===== config.mk =====
export PLATFORM = sky130hd
export DESIGN_NAME = mem_access
export DESIGN_NICKNAME = d
export VERILOG_FILES = /design/src/rtl/mem_access.sv
export SDC_FILE = /design/constraint.sdc
export NUM_CORES = 1
export LEC_CHECK = 0
export ABC_AREA = 1
export ABC_CLOCK_PERIOD_IN_PS = 2250
export CORE_ASPECT_RATIO = 1.1
export CORE_MARGIN = 2
export CORE_UTILIZATION = 41
export CTS_BUF_LIST = sky130_fd_sc_hd__clkbuf_8
export DETAILED_ROUTE_END_ITERATION = 8
export PLACE_DENSITY = 0.83
export SLEW_MARGIN = 20
export SYNTH_ARGS = -nofsm -noshare
export SYNTH_HDL_FRONTEND = slang
export SYNTH_SLANG_ARGS = --single-unit

===== constraint.sdc =====
create_clock -name clk -period 2.25 [get_ports clk]
set_input_delay 0.675 -clock clk [delete_from_list [all_inputs] [get_ports clk]]
set_output_delay 0.675 -clock clk [all_outputs]
set_load 0.01 [all_outputs]

===== src/rtl/mem_access.sv =====
// -----------------------------------------------------------------------------
// mem_access -- MEM-stage load/store unit.
//
// Takes a load or store from the EX/MEM register and turns it into a byte-count
// request towards mem_buffer. The request is held until mem_buffer's completion
// strobe arrives. Load data is then sign- or zero-extended and handed to MEM/WB.
// The pipeline stalls while an access is outstanding. Non-memory instructions
// pass straight through to MEM/WB with no added latency.
//
// Ports
//   clk, rst          clock, synchronous active-high reset
//   load_i, store_i   EX/MEM instruction is a load / store (load wins if both)
//   funct3_i          RISC-V funct3 (access width and signedness)
//   addr_i            effective address (truncated to 17 bits)
//   store_data_i      rs2 value for stores
//   wd_i, wreg_i      destination register and its write enable
//   wdata_i           ALU result for non-load instructions
//   mem_data_i        load data from mem_buffer
//   mem_data_enable   access-complete strobe from mem_buffer
//   mem_read_req      read byte count (00 none, 01 byte, 10 half, 11 word)
//   mem_write_req     write byte count, same encoding
//   mem_addr_o        byte address to mem_buffer
//   mem_write_data    store data, full word (buffer uses the low bytes)
//   wd_o, wreg_o      to MEM/WB
//   wdata_o           to MEM/WB
//   stall_req         hold the IF..EX/MEM stages
// -----------------------------------------------------------------------------
module mem_access (
  input  logic        clk,
  input  logic        rst,
  input  logic        load_i,
  input  logic        store_i,
  input  logic [2:0]  funct3_i,
  input  logic [31:0] addr_i,
  input  logic [31:0] store_data_i,
  input  logic [4:0]  wd_i,
  input  logic        wreg_i,
  input  logic [31:0] wdata_i,
  input  logic [31:0] mem_data_i,
  input  logic        mem_data_enable,
  output logic [1:0]  mem_read_req,
  output logic [1:0]  mem_write_req,
  output logic [16:0] mem_addr_o,
  output logic [31:0] mem_write_data,
  output logic [4:0]  wd_o,
  output logic        wreg_o,
  output logic [31:0] wdata_o,
  output logic        stall_req
);

  typedef enum logic [1:0] {
    S_IDLE = 2'd0,
    S_BUSY = 2'd1,
    S_DONE = 2'd2
  } state_e;

  state_e      state_q,   state_d;
  logic        is_load_q, is_load_d;
  logic [2:0]  funct3_q,  funct3_d;
  logic [16:0] addr_q,    addr_d;
  logic [31:0] sdata_q,   sdata_d;
  logic [4:0]  wd_q,      wd_d;
  logic        wreg_q,    wreg_d;
  logic [31:0] rdata_q,   rdata_d;

  // Address bits above the 17-bit buffer space are intentionally dropped.
  logic unused_addr_hi;
  assign unused_addr_hi = ^addr_i[31:17];

  // Byte count of the access encoded as 01 byte, 10 half, 11 word.
  function automatic logic [1:0] req_width(input logic is_load, input logic [2:0] f3);
    logic [1:0] w;
    if (is_load) begin
      case (f3)
        3'b000, 3'b100: w = 2'b01;
        3'b001, 3'b101: w = 2'b10;
        default:        w = 2'b11;
      endcase
    end else begin
      case (f3)
        3'b000:  w = 2'b01;
        3'b001:  w = 2'b10;
        default: w = 2'b11;
      endcase
    end
    return w;
  endfunction

  // Sign/zero extension of returned load data according to funct3.
  function automatic logic [31:0] load_extend(input logic [2:0] f3, input logic [31:0] d);
    logic [31:0] r;
    case (f3)
      3'b000:  r = {{24{d[7]}}, d[7:0]};
      3'b001:  r = {{16{d[15]}}, d[15:0]};
      3'b100:  r = {24'h000000, d[7:0]};
      3'b101:  r = {16'h0000, d[15:0]};
      default: r = d;
    endcase
    return r;
  endfunction

  // State and captured-operation registers.
  always_ff @(posedge clk) begin
    if (rst) begin
      state_q   <= S_IDLE;
      is_load_q <= 1'b0;
      funct3_q  <= 3'b000;
      addr_q    <= 17'h00000;
      sdata_q   <= 32'h00000000;
      wd_q      <= 5'd0;
      wreg_q    <= 1'b0;
      rdata_q   <= 32'h00000000;
    end else begin
      state_q   <= state_d;
      is_load_q <= is_load_d;
      funct3_q  <= funct3_d;
      addr_q    <= addr_d;
      sdata_q   <= sdata_d;
      wd_q      <= wd_d;
      wreg_q    <= wreg_d;
      rdata_q   <= rdata_d;
    end
  end

  // Next-state logic: capture in IDLE, wait for the strobe in BUSY, one DONE cycle.
  always_comb begin
    state_d   = state_q;
    is_load_d = is_load_q;
    funct3_d  = funct3_q;
    addr_d    = addr_q;
    sdata_d   = sdata_q;
    wd_d      = wd_q;
    wreg_d    = wreg_q;
    rdata_d   = rdata_q;
    case (state_q)
      S_IDLE: begin
        if (load_i || store_i) begin
          state_d   = S_BUSY;
          is_load_d = load_i;
          funct3_d  = funct3_i;
          addr_d    = addr_i[16:0];
          sdata_d   = store_data_i;
          wd_d      = wd_i;
          wreg_d    = wreg_i;
        end else begin
          state_d   = S_IDLE;
        end
      end
      S_BUSY: begin
        if (mem_data_enable) begin
          state_d = S_DONE;
          rdata_d = load_extend(funct3_q, mem_data_i);
        end else begin
          state_d = S_BUSY;
        end
      end
      S_DONE:  state_d = S_IDLE;
      default: state_d = S_IDLE;
    endcase
  end

  // Output decode; reset forces every output low in the same cycle.
  always_comb begin
    mem_read_req   = 2'b00;
    mem_write_req  = 2'b00;
    mem_addr_o     = 17'h00000;
    mem_write_data = 32'h00000000;
    wd_o           = 5'd0;
    wreg_o         = 1'b0;
    wdata_o        = 32'h00000000;
    stall_req      = 1'b0;
    if (rst) begin
      stall_req = 1'b0;
    end else begin
      mem_addr_o     = addr_q;
      mem_write_data = sdata_q;
      case (state_q)
        S_IDLE: begin
          wd_o    = wd_i;
          wdata_o = wdata_i;
          if (load_i || store_i) begin
            // The instruction is not finished yet, so nothing is written back.
            stall_req = 1'b1;
            wreg_o    = 1'b0;
          end else begin
            stall_req = 1'b0;
            wreg_o    = wreg_i;
          end
        end
        S_BUSY: begin
          stall_req = 1'b1;
          wd_o      = wd_q;
          if (is_load_q) begin
            mem_read_req = req_width(1'b1, funct3_q);
          end else begin
            mem_write_req = req_width(1'b0, funct3_q);
          end
        end
        S_DONE: begin
          // Requests already dropped so mem_buffer cannot re-latch the access.
          if (is_load_q) begin
            wd_o    = wd_q;
            wreg_o  = wreg_q;
            wdata_o = rdata_q;
          end else begin
            wd_o    = wd_q;
          end
        end
        default: stall_req = 1'b0;
      endcase
    end
  end

endmodule


==> impl_results.md <==
- Biggest cell delay along the critical path: between 0.3 and 0.4 ns
- Clock power frac: 0.239
- Ys Warns: 0
- Adder-Cell Fraction of Synth Area: 0.0112
- Via count: 5132
- Row count: 40
- Clk Latency, worst-skew pair: 0.37 ns
- Cell taking the most area after synthesis: dfxtp_1
- Drt wl/cell: around 15 µm
- Flops & latches, synth: between 90 and 100
- Req. time, crit path: 1.57 ns
- Crit path cell chain: inv_2 > ha_4 > inv_4 > nor2_4 > buf_12 > buf_16 > buf_4 > nand2_2 > o31ai_1 > buf_2
- Layout cells sized above 1: 0.250
- Pin count of the biggest net entering global routing: 52
- Placed cells: ~1000
- Largest family of logic cells by synthesized area: simple AND/OR/NAND/NOR gates
- Hold depth: 2
- Syn_area_per_cell: approximately 7.0 µm²
- Minimum clock period: around 2.5 ns
- Core ar.: 10800 µm²
- Mean number of vias per cell: between 4 and 5
- Mapped Area: 4480 µm²
- Final setup violation count: 33
- Sinks on the clock net: between 90 and 100
- Internal: roughly 3000 µW
- Clock tree from TritonCTS: done
- RSZ-0062 raised after global routing: true
- Vias in the first global route: 5066
- Post-Place Setup Slack: -0.622 ns
- CTS root buffer: clkbuf_8
- Initial drt markers: ~230
- Final Skew: around 0.0092 ns
- Final Wtd Congestion: 0.754
- First-pass detailed-route iteration total: 4
- Sw power: between 1500 and 2000 µW
- Synth unique cells: 29
- Max-cap check violation count: 0
- Worst R2R End: state_q[0]$_SDFF_PP0_
- Grt ovf: 0
- Failing checks: setup timing
- Area post-placement: about 7000 µm²
- Hold Buf Count CTS: 0
- Final Power: roughly 4500 µW
- Top post-synthesis cells by area: dfxtp_1 42%, nand2_1 12%, a21oi_1 11%
- Status: finished, violations left
- Final instance area: between 7000 and 8000 µm²
- Worst slew pin tran: between 0.5 and 0.6 ns
- R2R depth: 8
- Layout area overhead: 72.4%
- Post-synthesis mux area share: 0
- Setup TNS: -5.47 ns
- First-pass GRT wire length: between 20000 and 25000 µm
- Reg2reg start: state_q[0]$_SDFF_PP0_
- Pwr/cell area: 589 nW/µm²
- Die extent in y: 114 µm
- Leak: about 0.0039 µW
- Initial antenna violation count: 0
- H-tree levels: 3
- Final period utilization: 1.12
- Die X: just over 100 µm
- Post-synth top area share: 0.415
- GR Util All Layers: 0.259
- Worst Hold Class: reg2reg
- Peak supply drop: between 0.3 and 0.4 mV
- Port buffer count: approximately 220
- Final-report hold violation count: 0
- Fin cells: roughly 1100
- Part of the power in registers: 0.421
- CTS buffer count: 9
- Die area: 11800 µm²
- Clock transition at path regs: roughly 0.1 ns
- Final antenna-violating net count: 0
- Fin nets: between 1000 and 1500
- # IOs: 234
- Combinational share of power: 0.340
- Critical path arrival: roughly 1.9 ns
- DP Wirelength: about 10000 µm
- DRC viols: 0
- Post-synthesis sequential area ratio: 0.415
- CTS max path bufs: 2
- Min-delay src: wd_q[2]$_SDFFE_PP0P_
- Synth Area in Simple Gates: 0.216
- Min-Delay Endpoint: wd_q[2]$_SDFFE_PP0P_
- Antenna Cells: 0
- Worst Path Max Fanout: 8
- Max Fclk: 396 MHz
- CP Capture Type: primary output
- Crit path launch type: flop
- Switching Share: 0.332
- Slew headroom: 0.602
- CP delay by family, top: buffers and inverters
- Max-slew violations: 0
- Crit path kind: reg2out
- Syn Inst Count: 644
- Slowest-stage cell, CP: dfxtp_2
- Final Worst Setup Slack: -0.277 ns
- Initial Util: 0.415
- Synth Area in Compound Gates: 0.205
- Synth Net Count: 790
- Buf/Inv on CP: 6
- Total routed wirelength: between 15000 and 20000 µm
- R2R Setup Slk: 0.52 ns
- Post-Synth XOR/XNOR Area: 0
## cell usage after synthesis, drive strengths merged
cell / number
a21oi: 109
nand2: 144
dfxtp: 93
buf: 33
clkbuf: 10
nand4: 1
o31ai: 31
a211oi: 1
nand3: 27
nor2: 57
a2bb2oi: 1
o21ai: 17
inv: 111
nor3: 2
or2: 1
ha: 4
nor3b: 1
clkinv: 1
## what timing repair did
item                                    CTS  global route
gates resized for setup                 309            41
pin swaps                                 5             4
endpoints found under the setup margin   92            75
setup buffers                            18            10
gates cloned                              5             1
## power by group through the flow
stage | combinational (µW) | clock [µW] | sequential, µW
global placement | 1370 | 0 | 1940
finish | 1550 | 1090 | 1920
floorplan | 696 | 0 | 1930
CTS | 1490 | 1110 | 1920
global route | 1690 | 1170 | 1940
detailed placement | 1400 | 0 | 1950
## placed cells by master (no fill, tap or decap), drive strengths merged
cell type / n
o31ai: 31
or2: 1
clkinv: 2
ha: 4
buf: 121
nand2: 144
nor3: 2
dfxtp: 93
inv: 115
a211oi: 1
nor2: 57
a21oi: 109
clkbuf: 12
nor3b: 1
nand4: 1
clkdlybuf4s50: 123
a2bb2oi: 1
dlygate4sd2: 49
nand3: 27
o21ai: 17
clkinvlp: 1
## per-layer routing
metal / global-route usage / wire, µm
met5: 0 / 0
met4: 0.124 / 426
met3: 0.0840 / 1360
met2: 0.457 / 7760
met1: 0.284 / 6260
## area by class of cell
| type | count | area [µm²] |
|---|---|---|
| Tap cell | 147 | 184 |
| Clock inverter | 6 | 53.8 |
| Multi-Input combinational cell | 396 | 2270 |
| Fill cell | 860 | 3090 |
| Sequential cell | 93 | 1870 |
| Clock buffer | 9 | 124 |
| Timing Repair Buffer | 296 | 2780 |
| Inverter | 112 | 438 |
## registers in the layout, indices dropped and copies added (netlist names)
signal and cells:
wreg_q 1, is_load_q 1, funct3_q 3, rdata_q 32
sdata_q 32, wd_q 5, addr_q 17, state_q 2
## kinds of logic (layout without fill, tap and decap cells)
group	count (synthesis)	after routing
buffers and inverters	155	423
DFF	93	93
and+or+nand+nor	233	233
adders and majority gates	4	4
AOI/OAI and AO/OA	159	159
## how the worst max path moves through the flow
stage	slack, ns	end	from	cells past startpoint
2_1_floorplan	0.13	mem_read_req[0]	rst	5
3_3_place_gp	-0.60	stall_req	load_i	7
3_5_place_dp	-0.62	stall_req	load_i	7
4_1_cts	-0.25	wdata_o[12]	state_q[1]$_SDFF_PP0_	10
5_1_grt	-0.35	wdata_o[4]	state_q[1]$_SDFF_PP0_	10
6_report	-0.28	wdata_o[4]	state_q[0]$_SDFF_PP0_	10
## tightest hold or removal path, delay by kind of cell, from the launching register on
kind,cells,cell delay [ns]
simple gates,1,0.06
flops,1,0.32
compound gates,1,0.05
## stage by stage
| stage | utilization | hold slack, ns |
|---|---|---|
| after floorplan | - | 0.431 |
| after global placement | 0.650 | 0.442 |
| after detailed placement | 0.650 | 0.450 |
| after CTS | 0.696 | 0.466 |
| after global routing | 0.715 | 0.495 |
| final | 0.715 | 0.466 |
Note: power is estimated with default switching activity, not from simulation.
